## src/rtl/control_sequencer.sv

```systemverilog
// control_sequencer: hardwired control unit for the datapath.
// Fetch (T0-T2) followed by execute (T3-T6) for reg-reg ALU, MUL/DIV and HALT.
// All strobes are Moore decodes of the registered state (plus IR select fields).
// Optional build macro SINGLE_STEP_EN: one instruction per rising edge of Run,
// returning to IDLE after every Done. Without it, Run is level-sensitive and
// instructions run back to back.
// Handshake: in T1, Read is asserted and held; the memory answers by raising
// Mem_ready for one cycle when Mdatain carries valid data. The transfer happens
// on the clock edge where Read=1 and Mem_ready=1; Mem_ready outside T1 is ignored.
module control_sequencer #(
  parameter int OPCODE_W     = 5,
  parameter int NREG         = 16,
  parameter int MEM_WAIT_MAX = 15
) (
  input  logic                Clock,
  input  logic                Reset_n,
  input  logic                Run,
  input  logic                Mem_ready,
  input  logic [31:0]         IR,
  output logic                PCout,
  output logic                ZLowout,
  output logic                ZHighout,
  output logic                MDRout,
  output logic                MARin,
  output logic                PCin,
  output logic                MDRin,
  output logic                IRin,
  output logic                Yin,
  output logic                Zin,
  output logic                LOin,
  output logic                HIin,
  output logic                IncPC,
  output logic                Read,
  output logic [NREG-1:0]     Rout,
  output logic [NREG-1:0]     Rin,
  output logic [OPCODE_W-1:0] operation,
  output logic                Done,
  output logic                Halted,
  output logic                Fault,
  output logic [3:0]          state_dbg
);

  typedef enum logic [3:0] {
    S_IDLE, S_T0, S_T1, S_T2, S_T3, S_T4, S_T5, S_T6, S_HALTED, S_FAULT
  } state_t;

  localparam int CW = $clog2(MEM_WAIT_MAX + 1);
  localparam logic [OPCODE_W-1:0] OP_MUL  = OPCODE_W'(5'b01111);
  localparam logic [OPCODE_W-1:0] OP_DIV  = OPCODE_W'(5'b10000);
  localparam logic [OPCODE_W-1:0] OP_HALT = OPCODE_W'(5'b11011);

  state_t            state, state_nxt;
  logic [CW-1:0]     wait_cnt;
  logic              start;
  logic              after_done_run;

  // Instruction fields; IR is stable from T3 onward
  logic [OPCODE_W-1:0] op;
  logic [3:0]          ra, rb, rc;
  logic                is_alu, is_muldiv, is_exec, is_halt;
  logic                unused_ir;

  assign op        = IR[31:32-OPCODE_W];
  assign ra        = IR[26:23];
  assign rb        = IR[22:19];
  assign rc        = IR[18:15];
  assign unused_ir = ^IR[14:0];
  assign is_alu    = (op < OP_MUL);
  assign is_muldiv = (op == OP_MUL) || (op == OP_DIV);
  assign is_exec   = is_alu || is_muldiv;
  assign is_halt   = (op == OP_HALT);
  assign state_dbg = state;

`ifdef SINGLE_STEP_EN
  logic run_q;

  // Run history for rising-edge detection
  always_ff @(posedge Clock or negedge Reset_n) begin
    if (!Reset_n) run_q <= 1'b0;
    else          run_q <= Run;
  end

  assign start          = Run & ~run_q;
  assign after_done_run = 1'b0;
`else
  assign start          = Run;
  assign after_done_run = Run;
`endif

  // State register and memory wait counter (clears on T1 entry, saturates)
  always_ff @(posedge Clock or negedge Reset_n) begin
    if (!Reset_n) begin
      state    <= S_IDLE;
      wait_cnt <= '0;
    end else begin
      state <= state_nxt;
      if (state != S_T1 && state_nxt == S_T1)
        wait_cnt <= '0;
      else if (state == S_T1 && !Mem_ready && wait_cnt != CW'(MEM_WAIT_MAX))
        wait_cnt <= wait_cnt + 1'b1;
    end
  end

  // Next-state logic
  always_comb begin
    state_nxt = state;
    case (state)
      S_IDLE:   if (start) state_nxt = S_T0;
      S_T0:     state_nxt = S_T1;
      S_T1: begin
        if (Mem_ready)                              state_nxt = S_T2;
        else if (wait_cnt == CW'(MEM_WAIT_MAX - 1)) state_nxt = S_FAULT;
      end
      S_T2:     state_nxt = S_T3;
      S_T3: begin
        if (is_exec)      state_nxt = S_T4;
        else if (is_halt) state_nxt = S_HALTED;
        else              state_nxt = S_FAULT;
      end
      S_T4:     state_nxt = S_T5;
      S_T5: begin
        if (is_muldiv)           state_nxt = S_T6;
        else if (after_done_run) state_nxt = S_T0;
        else                     state_nxt = S_IDLE;
      end
      S_T6:     state_nxt = after_done_run ? S_T0 : S_IDLE;
      S_HALTED: state_nxt = S_HALTED;
      S_FAULT:  state_nxt = S_FAULT;
      default:  state_nxt = S_IDLE;
    endcase
  end

  // Moore output decode
  always_comb begin
    PCout = 1'b0; ZLowout = 1'b0; ZHighout = 1'b0; MDRout = 1'b0;
    MARin = 1'b0; PCin = 1'b0; MDRin = 1'b0; IRin = 1'b0;
    Yin = 1'b0; Zin = 1'b0; LOin = 1'b0; HIin = 1'b0;
    IncPC = 1'b0; Read = 1'b0;
    Rout = '0; Rin = '0; operation = '0;
    Done = 1'b0; Halted = 1'b0; Fault = 1'b0;
    case (state)
      S_T0: begin
        PCout = 1'b1; MARin = 1'b1; IncPC = 1'b1; Zin = 1'b1;
      end
      S_T1: begin
        ZLowout = 1'b1; PCin = 1'b1; Read = 1'b1; MDRin = 1'b1;
      end
      S_T2: begin
        MDRout = 1'b1; IRin = 1'b1;
      end
      S_T3: begin
        if (is_exec) begin
          Rout = NREG'(1) << rb;
          Yin  = 1'b1;
        end
      end
      S_T4: begin
        Rout      = NREG'(1) << rc;
        Zin       = 1'b1;
        operation = op;
      end
      S_T5: begin
        ZLowout = 1'b1;
        if (is_muldiv) begin
          LOin = 1'b1;
        end else begin
          Rin  = NREG'(1) << ra;
          Done = 1'b1;
        end
      end
      S_T6: begin
        ZHighout = 1'b1; HIin = 1'b1; Done = 1'b1;
      end
      S_HALTED: Halted = 1'b1;
      S_FAULT:  Fault  = 1'b1;
      default: ;
    endcase
  end

  // At most one source drives the bus; GPR load is one-hot or zero
  a_one_bus_driver: assert property (@(posedge Clock) disable iff (!Reset_n)
    $onehot0({PCout, ZLowout, ZHighout, MDRout, Rout}));
  a_rin_onehot: assert property (@(posedge Clock) disable iff (!Reset_n)
    $onehot0(Rin));

endmodule

```

## config.mk

```make
export PLATFORM = sky130hd
export DESIGN_NAME = control_sequencer
export DESIGN_NICKNAME = d
export VERILOG_FILES = /design/src/rtl/control_sequencer.sv
export SDC_FILE = /design/constraint.sdc
export NUM_CORES = 1
export LEC_CHECK = 0
export ABC_AREA = 0
export CORE_MARGIN = 2
export CORE_UTILIZATION = 29
export DETAILED_ROUTE_END_ITERATION = 10
export PLACE_DENSITY = 0.86
export SETUP_SLACK_MARGIN = 0.02
export SLEW_MARGIN = 40
export SYNTH_ARGS = -nofsm -noshare
export SYNTH_HDL_FRONTEND = slang
export SYNTH_SLANG_ARGS = --single-unit
```

## constraint.sdc

```tcl
create_clock -name Clock -period 3.25 [get_ports Clock]
set_clock_uncertainty 0.15 [all_clocks]
set_input_delay 0.975 -clock Clock [delete_from_list [all_inputs] [get_ports Clock]]
set_output_delay 0.975 -clock Clock [all_outputs]
set_load 0.005 [all_outputs]
```

==> results of run 1 <==
==> cells in the final DEF (no fill, tap or decap), drive strengths merged, types with 3 or more instances in the layout <==
cell type,n
nand3,4
nand3b,4
or4,3
nor4,14
clkdlybuf4s50,37
nor3,4
dfrtp,8
o22ai,16
nand4,3
and3,4
buf,66
mux2i,3
or2,5
inv,5
nand2,7
nor2,17
nand2b,14
clkbuf,16
==> final timing paths <==
check | start | depth (start not counted) | slack, ns | end
setup / recovery | IR[30] | 6 | -0.50 | Rout[0]
hold / removal | wait_cnt[1]$_DFFE_PN0P_ | 2 | 0.44 | wait_cnt[1]$_DFFE_PN0P_
setup reg to reg | state_dbg[0]$_DFF_PN0_ | 5 | 0.94 | wait_cnt[3]$_DFFE_PN0P_
hold reg to reg | wait_cnt[1]$_DFFE_PN0P_ | 2 | 0.44 | wait_cnt[1]$_DFFE_PN0P_
max in group asynchronous | Reset_n | 1 | 1.79 | state_dbg[3]$_DFF_PN0_
min in group asynchronous | Reset_n | 1 | 0.88 | wait_cnt[1]$_DFFE_PN0P_
==> power by group through the flow <==
| stage | logic [mW] | clock network, mW | registers [mW] |
|---|---|---|---|
| 6_report | 0.655 | 0.120 | 0.165 |
| 4_1_cts | 0.636 | 0.124 | 0.164 |
| 3_3_place_gp | 0.608 | 0 | 0.163 |
| 5_1_grt | 0.716 | 0.131 | 0.171 |
| 3_5_place_dp | 0.614 | 0 | 0.164 |
| 2_1_floorplan | 0.313 | 0 | 0.166 |
==> layout make-up <==
cell class,count,area [µm²],area share (%)
multi-input cells,121,977,43.6
well taps,48,60.1,2.68
flip-flops and latches,8,200,8.93
clock buffers,3,41.3,1.84
inverters,5,18.8,0.838
repair buffers,118,943,42.1
==> metal layers <==
| layer | global-route usage [%] | vias up | part of all wire, % |
|---|---|---|---|
| li1 | - | 773 | - |
| met1 | 23.9 | 738 | 41 |
| met2 | 36.5 | 68 | 50 |
| met3 | 5.31 | 6 | 7.7 |
| met4 | 3.65 | 0 | 1.0 |
| met5 | 0 | - | 0 |
==> sequential cells by signal, indices dropped and copies added (netlist names) <==
name       count
wait_cnt       4
state_dbg      4
==> critical path, cell delays in order <==
cell and delay (ns):
buf_6 0.09, o41a_1 0.42, or3_4 0.35, or4_4 0.48, o22ai_2 0.17, buf_2 0.14
==> cells by family after synthesis <==
group	synth area share, %
xor+xnor	0.807
mux	4.84
flops	18.4
fa+ha+maj	2.30
buf+inv	9.10
simple gates	44.7
compound gates	19.8
==> repair_timing <==
item / in CTS / in global routing
pin swaps: 21 / 8
setup endpoints to repair: 40 / 35
gates cloned: 0 / 1
setup buffers: 7 / 8
resized for setup: 125 / 62
==> flow_metrics.py, run 1 <==
metrics = {
    "run_status": {
        "status": "finished, violations left",
        "violations": "setup timing",
    },
    "pwr": {
        "clkPwrFrac_pct": 12.7,
        "p_switching_uw": 370,
        "intPower_uw": 570,
        "power.total_uw": 940,
        "power_density_nw_per_um2": 419,
        "p_seq_share_pct": 17.5,
        "power_switching_share_pct": 39.4,
        "p_comb_share_pct": 69.7,
        "p_leak_nw": 0.978,
        "max-vdd-ir-drop_v": 0.000378,
    },
    "floorplan": {
        "core-area_um2": 3630,
        "die_x_um": 65.2,
        "ios": 94,
        "num_rows": 22,
        "die-area_um2": 4250,
        "initial_core_util_pct": 29.9,
        "die_y_um": 65.2,
    },
    "cells_and_area": {
        "final_cells": 303,
        "syn_to_final_growth_pct": 106,
        "fin_util_pct": 61.7,
        "diodes": 0,
        "fin_nets": 295,
        "nFillCells": 321,
        "drive_gt1_share_pct": 45.9,
        "final_cell_area_um2": 2240,
    },
    "yosys": {
        "synth_top_cell_by_area": "dfrtp_1",
        "ys_warn_count": 0,
        "yosys.cell_types.count": 39,
        "netlist.area_leader.share_pct": 18.4,
        "netlist_top_cells_count": "nor2_1, o22ai_1, nand2b_1, nor4_1, dfrtp_1",
        "syn_inst": 147,
        "synth-seq-cells": 8,
        "yosysSeqAreaShare_pct": 18.4,
        "synthMostInstantiatedCell": "nor2_1",
        "syn_avg_cell_area_um2": 7.39,
        "synth_top_flop_cell": "dfrtp_1",
        "netlist_top_cells_area": "dfrtp_1, o22ai_1, nand2b_1",
        "synth_edf_count": 0,
        "synthArstFlopShare_pct": 100,
        "synth_area_um2": 1090,
        "syn_nets": 185,
    },
    "timing": {
        "finalCritPeriodShare_pct": 115,
        "period_needed_ns": 3.75,
        "fmax_mhz": 267,
        "finalHoldViolCount": 0,
        "setup_ws_ns": -0.497,
        "finalSetupViolCount": 35,
        "holdWs_ns": 0.443,
        "rsz0062_at_grt": "yes",
        "tns_ns": -9.88,
        "worst_pin_slew_ns": 0.406,
        "drv_slew": 0,
        "maxSlewHeadroom_pct": 72.9,
    },
    "drt": {
        "avgViaCountPerCell": 5.23,
        "dr_total_vias": 1585,
        "drtPass1Iterations": 4,
        "routed_wl_mm": 4.54,
        "wl_per_cell_um": 15.0,
        "first_iter_violations": 54,
        "drtAntennaViolNets": 0,
        "drc_errors": 0,
    },
    "critical_path": {
        "crit_path_end_kind": "output pin",
        "crit_fanout": 4,
        "cp.arrival_ns": 2.62,
        "worstSetupPathType": "in -> out",
        "worstSetupStartpointType": "primary input",
        "required_ns": 2.12,
    },
    "clock_network": {
        "clk_path_buf_depth": 2,
        "cts_tree": "done",
        "clock_latency_ns": 0.23,
        "clk_pin_slew_worst_paths_ns": 0.04,
        "cts-root-buf": "clkbuf_8",
        "postCtsHoldBufs": 0,
        "cts_sinks": 8,
        "cts_max_level": 1,
        "cts_buffers": 3,
    },
    "global_route": {
        "grt_use_total_pct": 20.1,
        "grt_start_max_net_pins": 15,
        "grt_pass1_vias": 1482,
        "overflow": 0,
        "grt_pass1_wl_mm": 6.84,
        "grt_antenna_before_repair": 0,
    },
    "placement": {
        "place_ws_ns": -1.37,
        "dp_hpwl_mm": 3.11,
        "place.gp.congestion": 0.783,
        "numPortBuffers": 78,
        "dp_cells": 285,
        "place_area_um2": 2040,
    },
    "flow_run": {
        "drv_cap": 0,
    },
    "worst_hold_path": {
        "holdCritPathClass": "reg -> reg",
    },
}
Note: power is estimated with default switching activity, not from simulation.
==> run 2: changes to the inputs <==
==> constraint.sdc (replaced) <==
create_clock -name Clock -period 3.25 [get_ports Clock]
set_clock_uncertainty 0.15 [all_clocks]
set_input_delay 0.4875 -clock Clock [delete_from_list [all_inputs] [get_ports Clock]]
set_output_delay 0.4875 -clock Clock [all_outputs]
set_load 0.005 [all_outputs]
==> run 2 against run 1 <==
  * The flow now finishes without violations
  * Cell area fell by 7.9%
  * Power fell by 7.4%
  * Combinational power fell by 13%
  * Global-route usage fell by 2.6 points
  * Setup slack improved by 0.60 ns
  * Routed wire length fell by 14%
  * Flip-flop and latch count did not move
  * Cell count fell by 8.3%
  * Die area did not move
  * Critical endpoint is now Rout[13]
  * Largest power group unchanged
==> flow_metrics.py, run 2 (synthesized netlist as in run 1, its figures left out) <==
metrics = {
    "critical_path": {
        "crit_path_cell_trace": "clkdlybuf4s50_1 -> o41a_1 -> or3_4 -> buf_4 -> or4b_1 -> o22ai_1 -> buf_2",
        "crit_path_end_kind": "output pin",
        "slowest_delay_ns": 0.46,
        "crit_path_top_delay_cell": "or4b_1",
        "reg2reg_from": "state_dbg[0]$_DFF_PN0_",
        "worstSetupPathType": "in -> out",
        "cp-startpoint": "IR[30]",
        "timing.critical_path.buf_inv": 3,
        "cp.arrival_ns": 2.51,
        "worstSetupStartpointType": "primary input",
        "crit_fanout": 2,
        "required_ns": 2.61,
        "path_delay_family": "simple AND/OR/NAND/NOR gates",
    },
    "floorplan": {
        "core-area_um2": 3630,
        "die-area_um2": 4250,
        "ios": 94,
        "die_x_um": 65.2,
        "initial_core_util_pct": 29.9,
        "num_rows": 22,
        "die_y_um": 65.2,
    },
    "cells_and_area": {
        "multi_input_area_um2": 845,
        "diodes": 0,
        "layout_commonest_cell": "clkdlybuf4s50_1",
        "fin_nets": 270,
        "drive_gt1_share_pct": 18.3,
        "final_cell_area_um2": 2060,
        "fin_util_pct": 56.8,
        "syn_to_final_growth_pct": 90.1,
        "nFillCells": 348,
        "register_area_um2": 200,
        "final_cell_mix": "clkdlybuf4s50_1, nor2_1, nand2b_1, buf_4, nor4_1",
    },
    "timing": {
        "finalCritPeriodShare_pct": 97.0,
        "drv_slew": 0,
        "finalSetupViolCount": 0,
        "fmax_mhz": 317,
        "maxSlewHeadroom_pct": 72.6,
        "worst_pin_slew_ns": 0.401,
        "rsz0062_at_grt": "no",
        "finalHoldViolCount": 0,
        "period_needed_ns": 3.15,
    },
    "clock_network": {
        "clk_pin_slew_worst_paths_ns": 0.04,
        "cts-root-buf": "clkbuf_8",
        "cts_sinks": 8,
        "postCtsHoldBufs": 0,
        "clk_path_buf_depth": 2,
        "cts_max_level": 1,
        "clock_latency_ns": 0.23,
        "cts_tree": "done",
        "cts_buffers": 3,
    },
    "drt": {
        "drtAntennaViolNets": 0,
        "drtPass1Iterations": 4,
        "first_iter_violations": 60,
        "dr_total_vias": 1453,
        "avgViaCountPerCell": 5.23,
        "routed_wl_mm": 3.92,
        "wl_per_cell_um": 14.1,
        "drc_errors": 0,
    },
    "global_route": {
        "overflow": 0,
        "grt_antenna_before_repair": 0,
        "grt_use_total_pct": 17.5,
        "grt_pass1_vias": 1360,
        "grt_pass1_wl_mm": 6.05,
        "grt_start_max_net_pins": 15,
    },
    "pwr": {
        "power_switching_share_pct": 39.4,
        "p_seq_share_pct": 21.0,
        "power_density_nw_per_um2": 422,
        "max-vdd-ir-drop_v": 0.000420,
        "p_comb_share_pct": 65.6,
        "clkPwrFrac_pct": 13.4,
        "intPower_uw": 528,
        "p_leak_nw": 0.999,
        "p_switching_uw": 343,
    },
    "placement": {
        "place.gp.congestion": 0.829,
        "dp_hpwl_mm": 3.01,
        "place_area_um2": 1940,
        "numPortBuffers": 78,
    },
    "worst_hold_path": {
        "holdCritPathClass": "in -> async",
    },
    "flow_run": {
        "drv_cap": 0,
    },
    "run_status": {
        "status": "finished, final reports clean",
    },
}
-- run 2: path summary, 6_finish.rpt --
path / endpoint / slack [ns] / depth (start not counted)
max: Rout[13] / 0.1 / 7
min: state_dbg[2]$_DFF_PN0_ / 0.39 / 1
max reg2reg: wait_cnt[3]$_DFFE_PN0P_ / 0.99 / 4
min reg2reg: state_dbg[3]$_DFF_PN0_ / 0.40 / 1
max in group asynchronous: wait_cnt[3]$_DFFE_PN0P_ / 2.29 / 1
min in group Clock: state_dbg[3]$_DFF_PN0_ / 0.40 / 1
-- run 2: what timing repair did --
action,CTS,global route
endpoints found under the setup margin,17,16
pin swaps,8,3
resized for setup,33,14
setup buffers,3,0
-- run 2: through the flow --
step | instances | power [mW] | hold WS, ns | setup slack, ns | TNS [ns]
finish | 278 | 0.870 | 0.395 | 0.0985 | 0
global route | 278 | 0.945 | 0.426 | 0.0303 | 0
CTS | 278 | 0.879 | 0.408 | -0.0185 | -0.0185
detailed placement | 272 | 0.743 | 0.405 | -0.354 | -3.31
global placement | 272 | 0.729 | 0.386 | -0.340 | -2.82
floorplan | 147 | 0.479 | 0.0419 | 0.678 | 0
-- run 2: layout make-up --
class	instances	area share [%]
Timing Repair Buffer	93	43.6
Multi-Input combinational cell	121	40.9
Sequential cell	8	9.70
Tap cell	48	2.91
Clock buffer	3	2.00
Inverter	5	0.909
-- run 2: power by group through the flow --
stage	Clock [mW]	Combinational [mW]	Sequential [mW]
detailed placement	0	0.561	0.182
finish	0.117	0.571	0.183
global route	0.129	0.625	0.191
CTS	0.121	0.576	0.182
floorplan	0	0.313	0.166
global placement	0	0.550	0.179
-- run 2: worst reg2reg max path, delay by kind of cell (launching register included) --
family          cells  cell delay (ns)
simple gates        2             0.78
flops               1             0.49
compound gates      1             0.39
mux                 1             0.32
-- run 2: layer usage --
metal / global-route usage (%) / routed length, µm / up-vias
met5: 0 / 0 / -
met4: 3.39 / 0 / 0
met3: 3.42 / 283 / 0
met2: 32.9 / 1930 / 60
met1: 20.6 / 1710 / 667
li1: - / - / 726
==> run 3: changes to the inputs <==
--- a/config.mk
+++ b/config.mk
@@ -6,7 +6,6 @@
 export NUM_CORES = 1
 export LEC_CHECK = 0
 export ABC_AREA = 0
-export CORE_MARGIN = 2
 export CORE_UTILIZATION = 29
 export DETAILED_ROUTE_END_ITERATION = 10
 export PLACE_DENSITY = 0.86
==> run 3 against run 2 <==
  * Via count up 1.5%
  * Cell area shrank 0.67%
  * Die area decreased by 6.0%
  * Global-route usage rose by 0.39 points
  * Largest power group unchanged
  * Largest cell class unchanged
  * Cell count decreased by 0.36%
  * Maximum frequency grew 0.72%
==> flow_metrics.py, run 3 (synthesized netlist as in run 1, its figures left out) <==
metrics = {
    "critical_path": {
        "timing.critical_path.buf_inv": 2,
        "reg2reg_to": "wait_cnt[3]$_DFFE_PN0P_",
        "worstSetupPathType": "in -> out",
        "reg2reg_from": "state_dbg[0]$_DFF_PN0_",
        "crit_path_cell_trace": "clkdlybuf4s50_1 -> o41a_1 -> or3_4 -> or4b_1 -> o22ai_1 -> clkdlybuf4s15_1",
        "required_ns": 2.61,
        "cp.arrival_ns": 2.49,
        "cp-startpoint": "IR[30]",
        "reg2reg_depth": 5,
        "crit_path_top_delay_cell": "or4b_1",
        "path_delay_family": "simple AND/OR/NAND/NOR gates",
        "crit_path_end_kind": "output pin",
        "slowest_delay_ns": 0.48,
        "path_depth": 6,
        "worstSetupStartpointType": "primary input",
        "crit_fanout": 3,
        "ff2ff_setup_slack_ns": 0.92,
    },
    "cells_and_area": {
        "final_cell_mix": "clkdlybuf4s50_1, nor2_1, buf_4",
        "syn_to_final_growth_pct": 88.8,
        "diodes": 0,
        "layout_commonest_cell": "clkdlybuf4s50_1",
        "nFillCells": 333,
        "drive_gt1_share_pct": 18.2,
        "fin_nets": 271,
        "fin_util_pct": 59.1,
    },
    "run_status": {
        "status": "finished, final reports clean",
    },
    "timing": {
        "rsz0062_at_grt": "no",
        "period_needed_ns": 3.13,
        "tns_ns": 0,
        "finalHoldViolCount": 0,
        "worst_pin_slew_ns": 0.380,
        "finalCritPeriodShare_pct": 96.3,
        "fmax_mhz": 320,
        "maxSlewHeadroom_pct": 74.0,
        "finalSetupViolCount": 0,
        "drv_slew": 0,
    },
    "global_route": {
        "met3_usage_pct": 4.71,
        "grt_busiest_layer": "met2",
        "grt_start_max_net_pins": 15,
        "grt_pass1_vias": 1307,
        "grt_util_met1_pct": 19.9,
        "met2_usage_pct": 33.6,
        "grt_pass1_wl_mm": 5.82,
        "overflow": 0,
        "grt_use_total_pct": 17.9,
        "grt_antenna_before_repair": 0,
    },
    "clock_network": {
        "cts_max_level": 1,
        "cts_buffers": 3,
        "clock_latency_ns": 0.23,
        "cts_tree": "done",
        "clk_pin_slew_worst_paths_ns": 0.04,
        "clk_path_buf_depth": 2,
        "postCtsHoldBufs": 0,
        "cts-root-buf": "clkbuf_8",
        "cts_sinks": 8,
    },
    "pwr": {
        "power_density_nw_per_um2": 427,
        "p_leak_nw": 0.933,
        "max-vdd-ir-drop_v": 0.000410,
    },
    "drt": {
        "routed_wl_mm": 3.89,
        "drtAntennaViolNets": 0,
        "dr_total_vias": 1475,
        "drc_errors": 0,
        "wl_per_cell_um": 14.0,
        "drtPass1Iterations": 7,
        "first_iter_violations": 48,
        "avgViaCountPerCell": 5.32,
    },
    "floorplan": {
        "die-area_um2": 3990,
        "die_y_um": 63.2,
        "die_x_um": 63.2,
        "initial_core_util_pct": 31.3,
        "num_rows": 21,
        "core-area_um2": 3470,
        "ios": 94,
    },
    "flow_run": {
        "drv_cap": 0,
    },
    "worst_hold_path": {
        "holdCritPathClass": "in -> async",
    },
    "placement": {
        "dp_hpwl_mm": 3.04,
        "numPortBuffers": 78,
        "place.gp.congestion": 0.895,
    },
}
[run 3: final cells by class]
| class | instances | area [µm²] | share of cell area (%) |
|---|---|---|---|
| Clock buffer | 3 | 41.3 | 2.01 |
| Inverter | 5 | 18.8 | 0.915 |
| Multi-Input combinational cell | 121 | 845 | 41.2 |
| Sequential cell | 8 | 200 | 9.76 |
| Tap cell | 46 | 57.6 | 2.81 |
| Timing Repair Buffer | 94 | 888 | 43.3 |
[run 3: report_power, final]
part	total (mW)	switching, mW	internal, mW	leakage (nW)
clock network	0.118	0.0379	0.0801	0.0216
logic	0.582	0.263	0.319	0.804
registers	0.175	0.0433	0.132	0.107
total	0.875	0.344	0.531	0.933
[run 3: repair_timing]
action,in CTS,in global routing
endpoints found under the setup margin,18,10
endpoints found under the hold margin,0,0
resized for setup,36,11
setup buffers,3,0
pin swaps,11,1
[run 3: worst max-delay path by stage]
| stage | to | slack, ns |
|---|---|---|
| detailed placement | Rout[0] | -0.34 |
| finish | Rout[13] | 0.12 |
| floorplan | Rout[13] | 0.68 |
| global placement | Rout[13] | -0.34 |
| CTS | Rout[0] | -0.02 |
| global route | Rout[10] | 0.04 |
[run 3: through the flow]
stage / hold slack (ns) / setup slack, ns / total power [mW] / std cells / area (µm²)
2_1_floorplan: 0.0419 / 0.678 / 0.479 / 147 / 1090
3_3_place_gp: 0.410 / -0.335 / 0.737 / 271 / 1940
3_5_place_dp: 0.435 / -0.340 / 0.748 / 271 / 1940
4_1_cts: 0.401 / -0.0238 / 0.882 / 277 / 2010
5_1_grt: 0.426 / 0.0354 / 0.939 / 277 / 2050
6_report: 0.392 / 0.121 / 0.875 / 277 / 2050
[run 3: layer usage]
layer / vias up / wire [µm]
met1: 669 / 1590
met3: 10 / 285
met2: 62 / 1960
li1: 734 / -
met5: - / 0
met4: 0 / 60
